===== config.mk =====
export PLATFORM = sky130hd
export DESIGN_NAME = cla_pipe_addsub
export DESIGN_NICKNAME = d
export VERILOG_FILES = /design/src/rtl/cla_pipe_addsub_pkg.sv /design/src/rtl/cla_pipe_addsub_seg.sv /design/src/rtl/cla_pipe_addsub.sv
export SDC_FILE = /design/constraint.sdc
export NUM_CORES = 1
export LEC_CHECK = 0
export BUFFER_PORTS_ARGS = -buffer_cell sky130_fd_sc_hd__buf_2
export CAP_MARGIN = 30
export CORE_MARGIN = 5
export CORE_UTILIZATION = 40
export DETAILED_ROUTE_END_ITERATION = 16
export GPL_TIMING_DRIVEN = 1
export PLACE_DENSITY = 0.69
export SYNTH_ARGS = -nofsm -noshare
export SYNTH_HDL_FRONTEND = slang
export SYNTH_HIERARCHICAL = 1
export SYNTH_SLANG_ARGS = --single-unit

===== constraint.sdc =====
create_clock -name clk -period 4.9 [get_ports clk]
set_input_delay 0.245 -clock clk [delete_from_list [all_inputs] [get_ports clk]]
set_output_delay 0.245 -clock clk [all_outputs]
set_load 0.01 [all_outputs]

===== src/rtl/cla_pipe_addsub_pkg.sv =====
// Shared definitions for the pipelined carry-lookahead adder/subtractor:
// default geometry, op encodings, configuration check and the 4-bit lookahead slice.
package cla_pipe_addsub_pkg;

  localparam int WIDTH_DEF = 32;
  localparam int SEG_W_DEF = 8;

  localparam logic OP_ADD = 1'b0;
  localparam logic OP_SUB = 1'b1;

  function automatic int nstg(input int width, input int seg_w);
    return width / seg_w;
  endfunction

  function automatic bit cfg_ok(input int width, input int seg_w);
    return (seg_w >= 4) && (seg_w % 4 == 0) && (width >= seg_w) && (width % seg_w == 0);
  endfunction

  typedef struct packed {
    logic [3:0] s;
    logic       g;
    logic       p;
  } cla4_t;

  // Fully expanded 4-bit lookahead: internal carries never ripple, and the
  // group generate/propagate let the caller chain slices without the sum path.
  function automatic cla4_t cla4(input logic [3:0] x, input logic [3:0] y, input logic c0);
    logic [3:0] p;
    logic [3:0] g;
    logic [3:0] c;
    cla4_t      r;
    p    = x ^ y;
    g    = x & y;
    c[0] = c0;
    c[1] = g[0] | (p[0] & c0);
    c[2] = g[1] | (p[1] & g[0]) | (p[1] & p[0] & c0);
    c[3] = g[2] | (p[2] & g[1]) | (p[2] & p[1] & g[0]) | (p[2] & p[1] & p[0] & c0);
    r.s  = p ^ c;
    r.g  = g[3] | (p[3] & g[2]) | (p[3] & p[2] & g[1]) | (p[3] & p[2] & p[1] & g[0]);
    r.p  = &p;
    return r;
  endfunction

endpackage


===== src/rtl/cla_pipe_addsub_seg.sv =====
// Combinational SEG_W-bit carry-lookahead segment built from 4-bit lookahead slices.
// Exposes the carry out and the carry into the MSB so the caller can derive overflow.
module cla_seg
  import cla_pipe_addsub_pkg::*;
#(
  parameter int SEG_W = SEG_W_DEF
) (
  input  logic [SEG_W-1:0] x,
  input  logic [SEG_W-1:0] y,
  input  logic             ci,
  output logic [SEG_W-1:0] s,
  output logic             co,
  output logic             cm
);

  localparam int NG = SEG_W / 4;

  for (genvar g = 0; g < NG; g++) begin : g_grp
    logic  cin;
    logic  cout;
    cla4_t r;

    if (g == 0) begin : g_first
      assign cin = ci;
    end else begin : g_next
      assign cin = g_grp[g-1].cout;
    end

    assign r            = cla4(x[4*g +: 4], y[4*g +: 4], cin);
    assign cout         = r.g | (r.p & cin);
    assign s[4*g +: 4]  = r.s;
  end

  assign co = g_grp[NG-1].cout;
  // Sum bit is x^y^carry-in, so the MSB carry-in falls out without a second chain.
  assign cm = s[SEG_W-1] ^ x[SEG_W-1] ^ y[SEG_W-1];

endmodule


===== src/rtl/cla_pipe_addsub.sv =====
// Pipelined WIDTH-bit add/subtract: one SEG_W segment resolved per stage, full
// valid/ready backpressure, results emerge NSTG cycles after acceptance.
module cla_pipe_addsub
  import cla_pipe_addsub_pkg::*;
#(
  parameter int WIDTH = WIDTH_DEF,
  parameter int SEG_W = SEG_W_DEF
) (
  input  logic             clk,
  input  logic             reset,
  input  logic             in_valid,
  output logic             in_ready,
  input  logic [WIDTH-1:0] a,
  input  logic [WIDTH-1:0] b,
  input  logic             ci,
  input  logic             sub,
  output logic             out_valid,
  input  logic             out_ready,
  output logic [WIDTH-1:0] s,
  output logic             co,
  output logic             ovf
);

  localparam int NSTG = nstg(WIDTH, SEG_W);

  if (!cfg_ok(WIDTH, SEG_W)) begin : g_bad_cfg
    $error("cla_pipe_addsub: WIDTH must be a multiple of SEG_W and SEG_W a multiple of 4");
  end

  logic [WIDTH-1:0] b_eff;
  logic             c_eff;

  assign b_eff = (sub == OP_ADD) ? b : ~b;
  assign c_eff = (sub == OP_SUB) ? ~ci : ci;

  // Each stage register holds a merged word: already-resolved sum segments in
  // the low bits and the still-unconsumed A segments above them.
  for (genvar k = 0; k < NSTG; k++) begin : g_stg
    localparam int LO = k * SEG_W;
    localparam int BW = WIDTH - (k + 1) * SEG_W;

    logic             vld_in;
    logic             rdy;
    logic             rdy_dn;
    logic [WIDTH-1:0] acc_in;
    logic [WIDTH-1:0] acc_nxt;
    logic [SEG_W-1:0] b_seg;
    logic [SEG_W-1:0] seg_s;
    logic             c_in;
    logic             seg_co;
    logic             seg_cm;
    logic             vld_p;
    logic             co_p;
    logic [WIDTH-1:0] acc_p;

    if (k == 0) begin : g_src
      assign vld_in = in_valid;
      assign acc_in = a;
      assign b_seg  = b_eff[SEG_W-1:0];
      assign c_in   = c_eff;
    end else begin : g_src
      assign vld_in = g_stg[k-1].vld_p;
      assign acc_in = g_stg[k-1].acc_p;
      assign b_seg  = g_stg[k-1].g_b.b_p[SEG_W-1:0];
      assign c_in   = g_stg[k-1].co_p;
    end

    if (k == NSTG - 1) begin : g_dn_out
      assign rdy_dn = out_ready;
    end else begin : g_dn_stg
      assign rdy_dn = g_stg[k+1].rdy;
    end

    assign rdy = !vld_p || rdy_dn;

    cla_seg #(
      .SEG_W (SEG_W)
    ) u_seg (
      .x  (acc_in[LO +: SEG_W]),
      .y  (b_seg),
      .ci (c_in),
      .s  (seg_s),
      .co (seg_co),
      .cm (seg_cm)
    );

    always_comb begin
      acc_nxt             = acc_in;
      acc_nxt[LO +: SEG_W] = seg_s;
    end

    // ---- stage k register boundary ----
    always_ff @(posedge clk) begin
      if (reset) begin
        vld_p <= 1'b0;
      end else if (rdy) begin
        vld_p <= vld_in;
      end
    end

    always_ff @(posedge clk) begin
      if (rdy && vld_in) begin
        acc_p <= acc_nxt;
        co_p  <= seg_co;
      end
    end

    if (BW > 0) begin : g_b
      logic [BW-1:0] b_nxt;
      logic [BW-1:0] b_p;

      if (k == 0) begin : g_bsrc
        assign b_nxt = b_eff[WIDTH-1:SEG_W];
      end else begin : g_bsrc
        assign b_nxt = g_stg[k-1].g_b.b_p[BW+SEG_W-1:SEG_W];
      end

      always_ff @(posedge clk) begin
        if (rdy && vld_in) begin
          b_p <= b_nxt;
        end
      end
    end

    if (k == NSTG - 1) begin : g_ovf
      logic ovf_p;
      always_ff @(posedge clk) begin
        if (rdy && vld_in) begin
          ovf_p <= seg_co ^ seg_cm;
        end
      end
    end else begin : g_mid
      logic unused_cm;
      assign unused_cm = seg_cm;
    end
  end

  assign in_ready  = g_stg[0].rdy && !reset;
  assign out_valid = g_stg[NSTG-1].vld_p;

  // Data registers carry no reset; the outputs read as zero whenever no result is held.
  assign s   = g_stg[NSTG-1].acc_p & {WIDTH{out_valid}};
  assign co  = g_stg[NSTG-1].co_p & out_valid;
  assign ovf = g_stg[NSTG-1].g_ovf.ovf_p & out_valid;

endmodule


==> results of run 1 <==
flip-flops by register name, summed over array words and instances (netlist names):
name	flops
out_valid	1
g_stg.vld_p	3
g_stg.g_ovf.ovf_p	1
g_stg.co_p	4
g_stg.acc_p	128
g_stg.g_b.b_p	48
cells in the final DEF (no fill, tap or decap), types with 7 or more instances in the layout:
cell type	instances
or3_1	9
ha_1	32
buf_2	105
o21ai_1	7
nand2b_1	7
a21oi_1	12
inv_1	7
xnor2_1	9
and2_1	34
a211oi_1	8
edfxtp_1	181
o21ai_0	10
xor2_1	42
clkbuf_16	17
nor2_1	12
fa_1	8
dlygate4sd3_1	23
worst max-delay path: stages:
cell	delay [ns]
buf_2	0.71
xor2_1	0.32
ha_1	0.31
a211oi_1	0.32
nor2_1	0.13
o21ai_0	0.16
nand2b_1	0.09
fa_1	0.38
xor2_1	0.17
layout make-up:
cell class / count / area [µm²] / share of cell area
clock buffer: 20 / 437 / 0.0472
clock inverter: 12 / 176 / 0.0191
inverter: 7 / 26.3 / 0.00284
multi-input combinational: 245 / 2010 / 0.217
sequential: 185 / 5520 / 0.596
tap: 234 / 293 / 0.0316
timing repair buffer: 132 / 798 / 0.0863
per-stage QoR:
stage / hold slack, ns / setup slack, ns / util / total power, µW / std cells
finish: 0.0235 / 2.24 / 0.495 / 3580 / 835
global placement: 0.401 / 1.86 / 0.449 / 2170 / 779
global route: 0.00479 / 1.94 / 0.495 / 3730 / 835
CTS: 0.00641 / 2.23 / 0.494 / 3620 / 834
floorplan: 0.314 / 1.11 / - / 2100 / 445
detailed placement: 0.405 / 1.77 / 0.449 / 2190 / 779
worst paths after layout:
kind	start	end	slack, ns	depth (start not counted)
setup / recovery	sub	g_stg[0].acc_p[5]	2.24	9
hold / removal	a[21]	g_stg[0].acc_p[21]	0.02	1
setup reg to reg	g_stg[1].g_b.b_p[0]	g_stg[2].acc_p[21]	2.58	7
hold reg to reg	g_stg[1].g_b.b_p[13]	g_stg[2].g_b.b_p[5]	0.41	0
power groups by stage:
stage,sequential (µW),combinational (µW),clock [µW]
final,1880,289,1410
after global routing,1880,330,1510
after CTS,1880,291,1450
after detailed placement,1910,274,0
after global placement,1910,259,0
after floorplan,1910,193,0
routing by layer:
metal | vias to the layer above | GRT usage
li1 | 1965 | -
met1 | 1927 | 0.133
met2 | 101 | 0.230
met3 | 26 | 0.0305
met4 | 0 | 0.0633
met5 | - | 0
==> summary.txt, run 1 <==
Outcome
  • Status: completed

Placed design
  • Dpl hpwl: 8630 µm
  • Placer Congestion: 0.826
  • I/O Buffers: 105
  • Placement Cell Area: 8390 µm²

Final layout
  • Ant diodes: 0
  • Filler cells: 1,574
  • Final layout net count: 698
  • Fin area: 9260 µm²
  • Share of layout cells above drive strength 1: 0.243
  • Area delta synth->final: 21.4%

Clock tree
  • TritonCTS clock tree: yes
  • Num CTS Buffers: 17
  • CTS max path bufs: 2
  • H-Tree Depth: 4
  • Clk_lat worst skew: 0.42 ns
  • Root Buffer: clkbuf_16
  • Post_cts resized: 0
  • Cts hold-fix bufs: 23
  • Post-CTS Setup Inserts: 0
  • CTS sink count: 185
  • Clk slew on worst S/H paths: 0.06 ns

Global route
  • Vias in the first global route: 4,366
  • Total grt overflow: 0
  • Initial antenna violation count: 0
  • Gr usage total: 0.125
  • Largest net degree at the start of global routing: 50
  • Global-route wire length before repair: 21,300 µm

Detailed routing
  • Post-DRT Antenna Nets: 0
  • Total routed wirelength: 12,800 µm
  • WL met3: 574 µm
  • Vias/cell: 4.81
  • Met1 WL: 4860 µm
  • Via count: 4,019
  • Initial DRC Count: 175
  • Residual DRC: 0
  • Wire per inst: 15.4 µm
  • Met2 WL: 7020 µm
  • Top Layer Used: met4
  • Pre-antenna DRT Iters: 4

Power and ir drop
  • Clk pwr share: 0.394
  • Sw Ratio: 0.206
  • VDD IR-drop max: 0.237 mV
  • Internal cell power: 2840 µW
  • Static leakage: 0.00358 µW
  • Sequential Power Share: 0.525
  • Combinational power share: 0.081
  • P_sw: 737 µW
  • PD cells: 386 nW/µm²

Critical path
  • Crit start category: input port
  • Worst EP arrival: 2.83 ns
  • CP required: 5.07 ns
  • Crit Path Max Fanout: 33
  • Critical path endpoint category: flop
  • Critical path class: in2reg

STA
  • Setup Skew: 0.00653 ns
  • Max Fclk: 376 MHz
  • Final setup TNS: 0 ns
  • Slew Viols, Final: 0
  • Fin. Hold Viols: 0
  • Worst slew pin tran: 0.946 ns
  • Period minus WS final: 2.66 ns
  • Final worst-path cycle share: 0.543
  • Slew HR: 0.369
  • Final number of setup-violating endpoints: 0
  • Setup repair after global routing missed its margin: no

Floorplan
  • Ports: 106
  • Die width: 148 µm
  • Die H: 148 µm
  • Die area: 21,900 µm²
  • Initial Util: 0.408
  • Core area: 18,700 µm²
  • Rows: 50

Synthesis
  • Cells after synthesis: 445
  • Mapped Nets: 555
  • Synthesized area: 7620 µm²
  • Mean Syn Cell Area: 17.1 µm²
  • Warning count from the yosys run: 6

Job
  • # Max-Cap Violations: 0

Worst hold path
  • Worst hold path type: in2reg
No activity file was read; power rests on OpenSTA's default activity.
==> run 2, diff against run 1 <==
Clock period 4.9 ns to 2.45 ns, I/O delays scaled along.
==> run 2 against run 1 <==
  * Clock skew up 0.0019 ns
  * Core utilization increased by 1.1 points
  * Design area up 2.2%
  * Critical endpoint is now g_stg[1].acc_p[13]
==> summary.txt, run 2 (synthesis results as in run 1) <==
Clock tree
  • CTS max path bufs: 2 (unchanged)
  • Cts hold-fix bufs: 45 (+96%)
  • Clk slew on worst S/H paths: 0.06 ns (about the same)
  • Post-CTS Setup Inserts: 0 (unchanged)
  • Num CTS Buffers: 17 (unchanged)
  • Clk_lat worst skew: 0.43 ns (about the same)
  • Root Buffer: clkbuf_16
  • TritonCTS clock tree: yes
  • H-Tree Depth: 4 (unchanged)
  • CTS sink count: 185 (unchanged)
  • Post_cts resized: 0 (unchanged)

Final layout
  • Multi-input gate area: 2010 µm² (unchanged)
  • Top flop regs: g_stg.acc_p (128), g_stg.g_b.b_p (48), g_stg.co_p (4)
  • Most frequent cells in the layout: 181 x edfxtp_1, 105 x buf_2, 46 x dlygate4sd3_1, 42 x xor2_1, 34 x and2_1
  • Share of layout cells above drive strength 1: 0.235 (-0.00773)
  • Final layout net count: 725 (+3.9%)
  • Ant diodes: 0 (unchanged)
  • Reg with most FFs: g_stg.acc_p
  • Fin area: 9460 µm² (+2.2%)
  • Post-layout util: 0.505 (+0.0107)
  • Max FFs per register: 128 (unchanged)
  • Area delta synth->final: 24.0%
  • Finished Layout Cells: 859 (+2.9%)
  • Filler cells: 1,566 (-0.51%)
  • Register area: 5520 µm² (unchanged)
  • Commonest non-fill, non-tap cell in the layout: edfxtp_1

Global route
  • Total grt overflow: 0 (unchanged)
  • Gr usage total: 0.123 (-0.00193)
  • Global-route wire length before repair: 20,800 µm (-2.0%)
  • Largest net degree at the start of global routing: 58 (+16%)
  • Initial antenna violation count: 0 (unchanged)
  • Vias in the first global route: 4,391 (+0.57%)

Power and ir drop
  • VDD IR-drop max: 0.506 mV (+110%)
  • PD cells: 718 nW/µm² (+86%)
  • Static leakage: 0.00366 µW (+2.4%)

STA
  • Final setup TNS: 0 ns (unchanged)
  • Fin. Hold Viols: 0 (unchanged)
  • Setup Skew: 0.00845 ns (+0.00193 ns)
  • Final number of setup-violating endpoints: 0 (unchanged)
  • Slew HR: 0.758 (+0.389)
  • Setup repair after global routing missed its margin: no
  • Max Fclk: 441 MHz
  • Worst slew pin tran: 0.360 ns (-0.586 ns)
  • Slew Viols, Final: 0 (unchanged)
  • Final worst-path cycle share: 0.926
  • Period minus WS final: 2.27 ns
  • Hold_ws: 0.0137 ns (-0.00979 ns)

Critical path
  • CP required: 2.63 ns (-2.44 ns)
  • FF-to-FF End: g_stg[1].acc_p[13]
  • R2r worst-path depth: 7 (unchanged)
  • Crit start category: flop
  • Critical path endpoint category: flop
  • Worst reg2reg setup slack: 0.18 ns (-2.40 ns)
  • Crit Path Max Fanout: 3 (-91%)
  • Worst EP arrival: 2.45 ns (-0.38 ns)
  • Critical path class: reg2reg
  • RR Startpoint: g_stg[0].g_b.b_p[0]

Floorplan
  • Rows: 50 (unchanged)
  • Die area: 21,900 µm² (unchanged)
  • Core area: 18,700 µm² (unchanged)
  • Die width: 148 µm (unchanged)
  • Ports: 106 (unchanged)
  • Die H: 148 µm (unchanged)
  • Initial Util: 0.408 (unchanged)

Detailed routing
  • Initial DRC Count: 169 (-3.4%)
  • Total routed wirelength: 12,800 µm (-0.45%)
  • Residual DRC: 0 (unchanged)
  • Via count: 4,084 (+1.6%)
  • Post-DRT Antenna Nets: 0 (unchanged)
  • Pre-antenna DRT Iters: 4 (unchanged)
  • Vias/cell: 4.75 (-1.2%)
  • Wire per inst: 14.9 µm (-3.2%)

Worst hold path
  • Worst hold path type: in2reg
  • Hold Startpoint: b[26]
  • WHS Path Cells: 2 (+1)
  • End of the worst hold path: g_stg[0].g_b.b_p[18]

Placed design
  • Placer Congestion: 0.818 (-0.99%)
  • Dpl hpwl: 8890 µm (+3.1%)
  • Placed Cells: 783 (+0.51%)
  • Placement Cell Area: 8460 µm² (+0.81%)
  • I/O Buffers: 105 (unchanged)

Outcome
  • Status: completed

Job
  • # Max-Cap Violations: 0 (unchanged)
==> run 2: cell types whose count changed in the layout (fill, tap and decap cells not counted), sizes merged <==
cell / delta
clkinv: +2
buf: +4
inv: -1
clkbuf: -1
dlygate4sd3: +23
bufinv: -3
==> run 2: metal layers <==
metal	GRT usage	wire, µm	up-vias
li1	-	-	2014
met1	0.126	4820	1951
met2	0.227	6980	97
met3	0.0360	605	22
met4	0.0628	354	0
met5	0	0	-
==> run 2: worst max path at each step <==
stage,start,end,cells past startpoint
2_1_floorplan,out_valid,g_stg[1].acc_p[0],2
3_3_place_gp,sub,g_stg[0].acc_p[5],9
3_5_place_dp,sub,g_stg[0].acc_p[5],10
4_1_cts,g_stg[0].g_b.b_p[0],g_stg[1].acc_p[13],7
5_1_grt,g_stg[0].g_b.b_p[0],g_stg[1].acc_p[13],7
6_report,g_stg[0].g_b.b_p[0],g_stg[1].acc_p[13],7
==> run 2: through the flow <==
step	worst slack, ns	power (µW)
after global placement	0.179	4350
final	0.181	6790
after global routing	0.0280	7080
after floorplan	0.150	4190
after detailed placement	0.0998	4390
after CTS	0.179	6860
==> run 2: layout make-up <==
class | instances | area share
flip-flops and latches | 185 | 0.583
clock inverters | 10 | 0.00873
multi-input cells | 245 | 0.213
well taps | 234 | 0.0310
repair buffers | 159 | 0.116
inverters | 7 | 0.00278
clock buffers | 19 | 0.0458
==> run 2: worst max-delay path, cell delays in order (launching register included) <==
cell	delay (ns)
edfxtp_1	0.43
ha_1	0.34
a211oi_1	0.29
nor2_1	0.12
o21ai_0	0.18
nand2b_1	0.11
fa_1	0.39
xor2_1	0.17
==> run 2: power breakdown <==
part	switching [µW]	internal (µW)	leakage, µW
combinational	317	299	0.00167
sequential	50.2	3700	0.00174
clock	1050	1370	0.000252
==> run 3, diff against run 2 <==
Settings changed: CORE_UTILIZATION 40 to 50, PLACE_DENSITY 0.69 to 0.81.
==> run 3 against run 2 <==
  * Flip-flop and latch count unchanged
  * Clock skew grew 0.0020 ns
  * Power rose by 6.2%
  * Critical path depth did not move
  * First-iteration DRC count increased by 61%
  * Sequential power is essentially flat
  * Sequential share of layout area about the same
  * Combinational power about the same
  * Design area hardly changed
  * Largest cell class unchanged
  * Largest power group unchanged
==> summary.txt, run 3 (synthesis results as in run 1) <==
Power and ir drop
  • PD cells: 762 nW/µm² (+6.2%)
  • VDD IR-drop max: 0.440 mV (-13%)
  • Static leakage: 0.00369 µW (+0.68%)

Placed design
  • Placer Congestion: 0.800 (-2.2%)
  • Dpl hpwl: 8680 µm (-2.4%)
  • I/O Buffers: 105 (unchanged)
  • Setup slack after placement: 0.0765 ns (-0.0232 ns)

Clock tree
  • Num CTS Buffers: 17 (unchanged)
  • TritonCTS clock tree: yes
  • CTS sink count: 185 (unchanged)
  • H-Tree Depth: 4 (unchanged)
  • CTS max path bufs: 2 (unchanged)
  • Clk slew on worst S/H paths: 0.07 ns (about the same)
  • Clk_lat worst skew: 0.42 ns (about the same)
  • Root Buffer: clkbuf_16

Worst hold path
  • Worst hold path type: in2reg
  • Hold Startpoint: b[20]

Detailed routing
  • Via count: 4,165 (+2.0%)
  • Residual DRC: 0 (unchanged)
  • Pre-antenna DRT Iters: 5 (+1)
  • Vias/cell: 5.12 (+7.8%)
  • Initial DRC Count: 272 (+61%)
  • Total routed wirelength: 13,200 µm (+3.5%)
  • Wire per inst: 16.3 µm (+9.4%)
  • Post-DRT Antenna Nets: 0 (unchanged)

Final layout
  • Area delta synth->final: 24.1% (about the same)
  • Filler cells: 1,096 (-30%)
  • Multi-input gate area: 2010 µm² (+0.25%)
  • Commonest non-fill, non-tap cell in the layout: edfxtp_1
  • Final layout net count: 722 (-0.41%)
  • Most frequent cells in the layout: 181 x edfxtp_1, 105 x buf_2, 44 x dlygate4sd3_1, 42 x xor2_1, 34 x and2_1
  • Share of layout cells above drive strength 1: 0.245 (+0.00960)
  • Ant diodes: 0 (unchanged)
  • Top flop regs: g_stg.acc_p (128), g_stg.g_b.b_p (48), g_stg.co_p (4)
  • Reg with most FFs: g_stg.acc_p
  • Max FFs per register: 128 (unchanged)
  • Register area: 5520 µm² (unchanged)
  • Post-layout util: 0.627 (+0.121)

Floorplan
  • Initial Util: 0.505 (+0.0977)
  • Die area: 17,800 µm² (-19%)
  • Rows: 45 (-10%)
  • Ports: 106 (unchanged)
  • Die width: 133 µm (-9.8%)
  • Die H: 133 µm (-9.8%)
  • Core area: 15,100 µm² (-19%)

STA
  • Final number of setup-violating endpoints: 0 (unchanged)
  • Worst slew pin tran: 0.531 ns (+0.171 ns)
  • Final setup TNS: 0 ns (unchanged)
  • Slew Viols, Final: 0 (unchanged)
  • Period minus WS final: 2.38 ns (+0.111 ns)
  • Final worst-path cycle share: 0.971 (+0.0452)
  • Max Fclk: 420 MHz (-4.6%)
  • Setup repair after global routing missed its margin: no
  • Final worst setup slack: 0.0703 ns (-0.111 ns)
  • Hold_ws: 0.0168 ns (+0.00309 ns)
  • Fin. Hold Viols: 0 (unchanged)
  • Setup Skew: 0.0105 ns (+0.00202 ns)
  • Slew HR: 0.646 (-0.112)

Critical path
  • R2r worst-path depth: 7 (unchanged)
  • Number of buffers and inverters on the critical path: 0 (unchanged)
  • Critical path class: reg2reg
  • Critical Path Stages: 7 (unchanged)
  • Crit Path Max Fanout: 3 (unchanged)
  • FF-to-FF End: g_stg[1].acc_p[13]
  • CP max stage delay: 0.43 ns (about the same)
  • Crit start category: flop
  • Worst EP arrival: 2.55 ns (+0.10 ns)
  • Critical path endpoint category: flop
  • Worst reg2reg setup slack: 0.07 ns (-0.11 ns)
  • Worst setup endpoint: g_stg[1].acc_p[13]
  • Slowest CP cell: edfxtp_1
  • CP delay by family, top: adder cells
  • Worst setup path startpoint: g_stg[0].g_b.b_p[0]
  • CP Cell Sequence: ha_1 -> a211oi_2 -> nor2_1 -> o21ai_0 -> nand2b_1 -> fa_1 -> xor2_1
  • RR Startpoint: g_stg[0].g_b.b_p[0]
  • CP required: 2.62 ns (about the same)

Outcome
  • Status: completed

Global route
  • Gr usage total: 0.156 (+0.0329)
  • Vias in the first global route: 4,495 (+2.4%)
  • Total grt overflow: 0 (unchanged)
  • Global-route wire length before repair: 21,600 µm (+3.6%)
  • Initial antenna violation count: 0 (unchanged)
  • Largest net degree at the start of global routing: 58 (unchanged)

Job
  • # Max-Cap Violations: 0 (unchanged)
run 3: area by class of cell:
class,count,area share
well taps,188,0.0249
repair buffers,156,0.110
clock inverters,15,0.0212
clock buffers,17,0.0450
multi-input cells,245,0.213
flip-flops and latches,185,0.583
inverters,7,0.00278
run 3: worst min-delay path by stage:
stage | to | slack [ns] | depth (start not counted)
5_1_grt | g_stg[0].g_b.b_p[20] | 0.0002 | 2
6_report | g_stg[0].g_b.b_p[12] | 0.02 | 2
2_1_floorplan | g_stg[1].vld_p | 0.19 | 1
4_1_cts | g_stg[0].g_b.b_p[16] | 0.0001 | 2
3_3_place_gp | g_stg[0].acc_p[15] | 0.30 | 1
3_5_place_dp | g_stg[0].acc_p[10] | 0.30 | 1
run 3: what timing repair did:
item	4_1_cts	5_1_grt
setup endpoints to repair	0	1
buffers inserted	0	0
endpoints found under the hold margin	45	1
hold buffers	43	1
resized for setup	0	1
run 3: metrics by stage:
| step | cells | cell area (µm²) | power (µW) |
|---|---|---|---|
| 2_1_floorplan | 445 | 7640 | 4190 |
| 3_3_place_gp | 737 | 8390 | 4330 |
| 3_5_place_dp | 737 | 8390 | 4380 |
| 4_1_cts | 812 | 9450 | 7260 |
| 5_1_grt | 813 | 9460 | 7480 |
| 6_report | 813 | 9460 | 7210 |
run 3: power by group:
group	switching, µW	leakage, µW	total (µW)	internal (µW)
registers	53.9	0.00174	3760	3700
clock network	1120	0.000295	2830	1710
logic	323	0.00166	619	296
total	1500	0.00369	7210	5710
run 3: metal layers:
layer	global-route usage	part of all wire	vias up
met4	0.0817	0.025	0
li1	-	-	2014
met1	0.168	0.38	1996
met2	0.287	0.55	131
met3	0.0340	0.048	24
met5	0	0	-
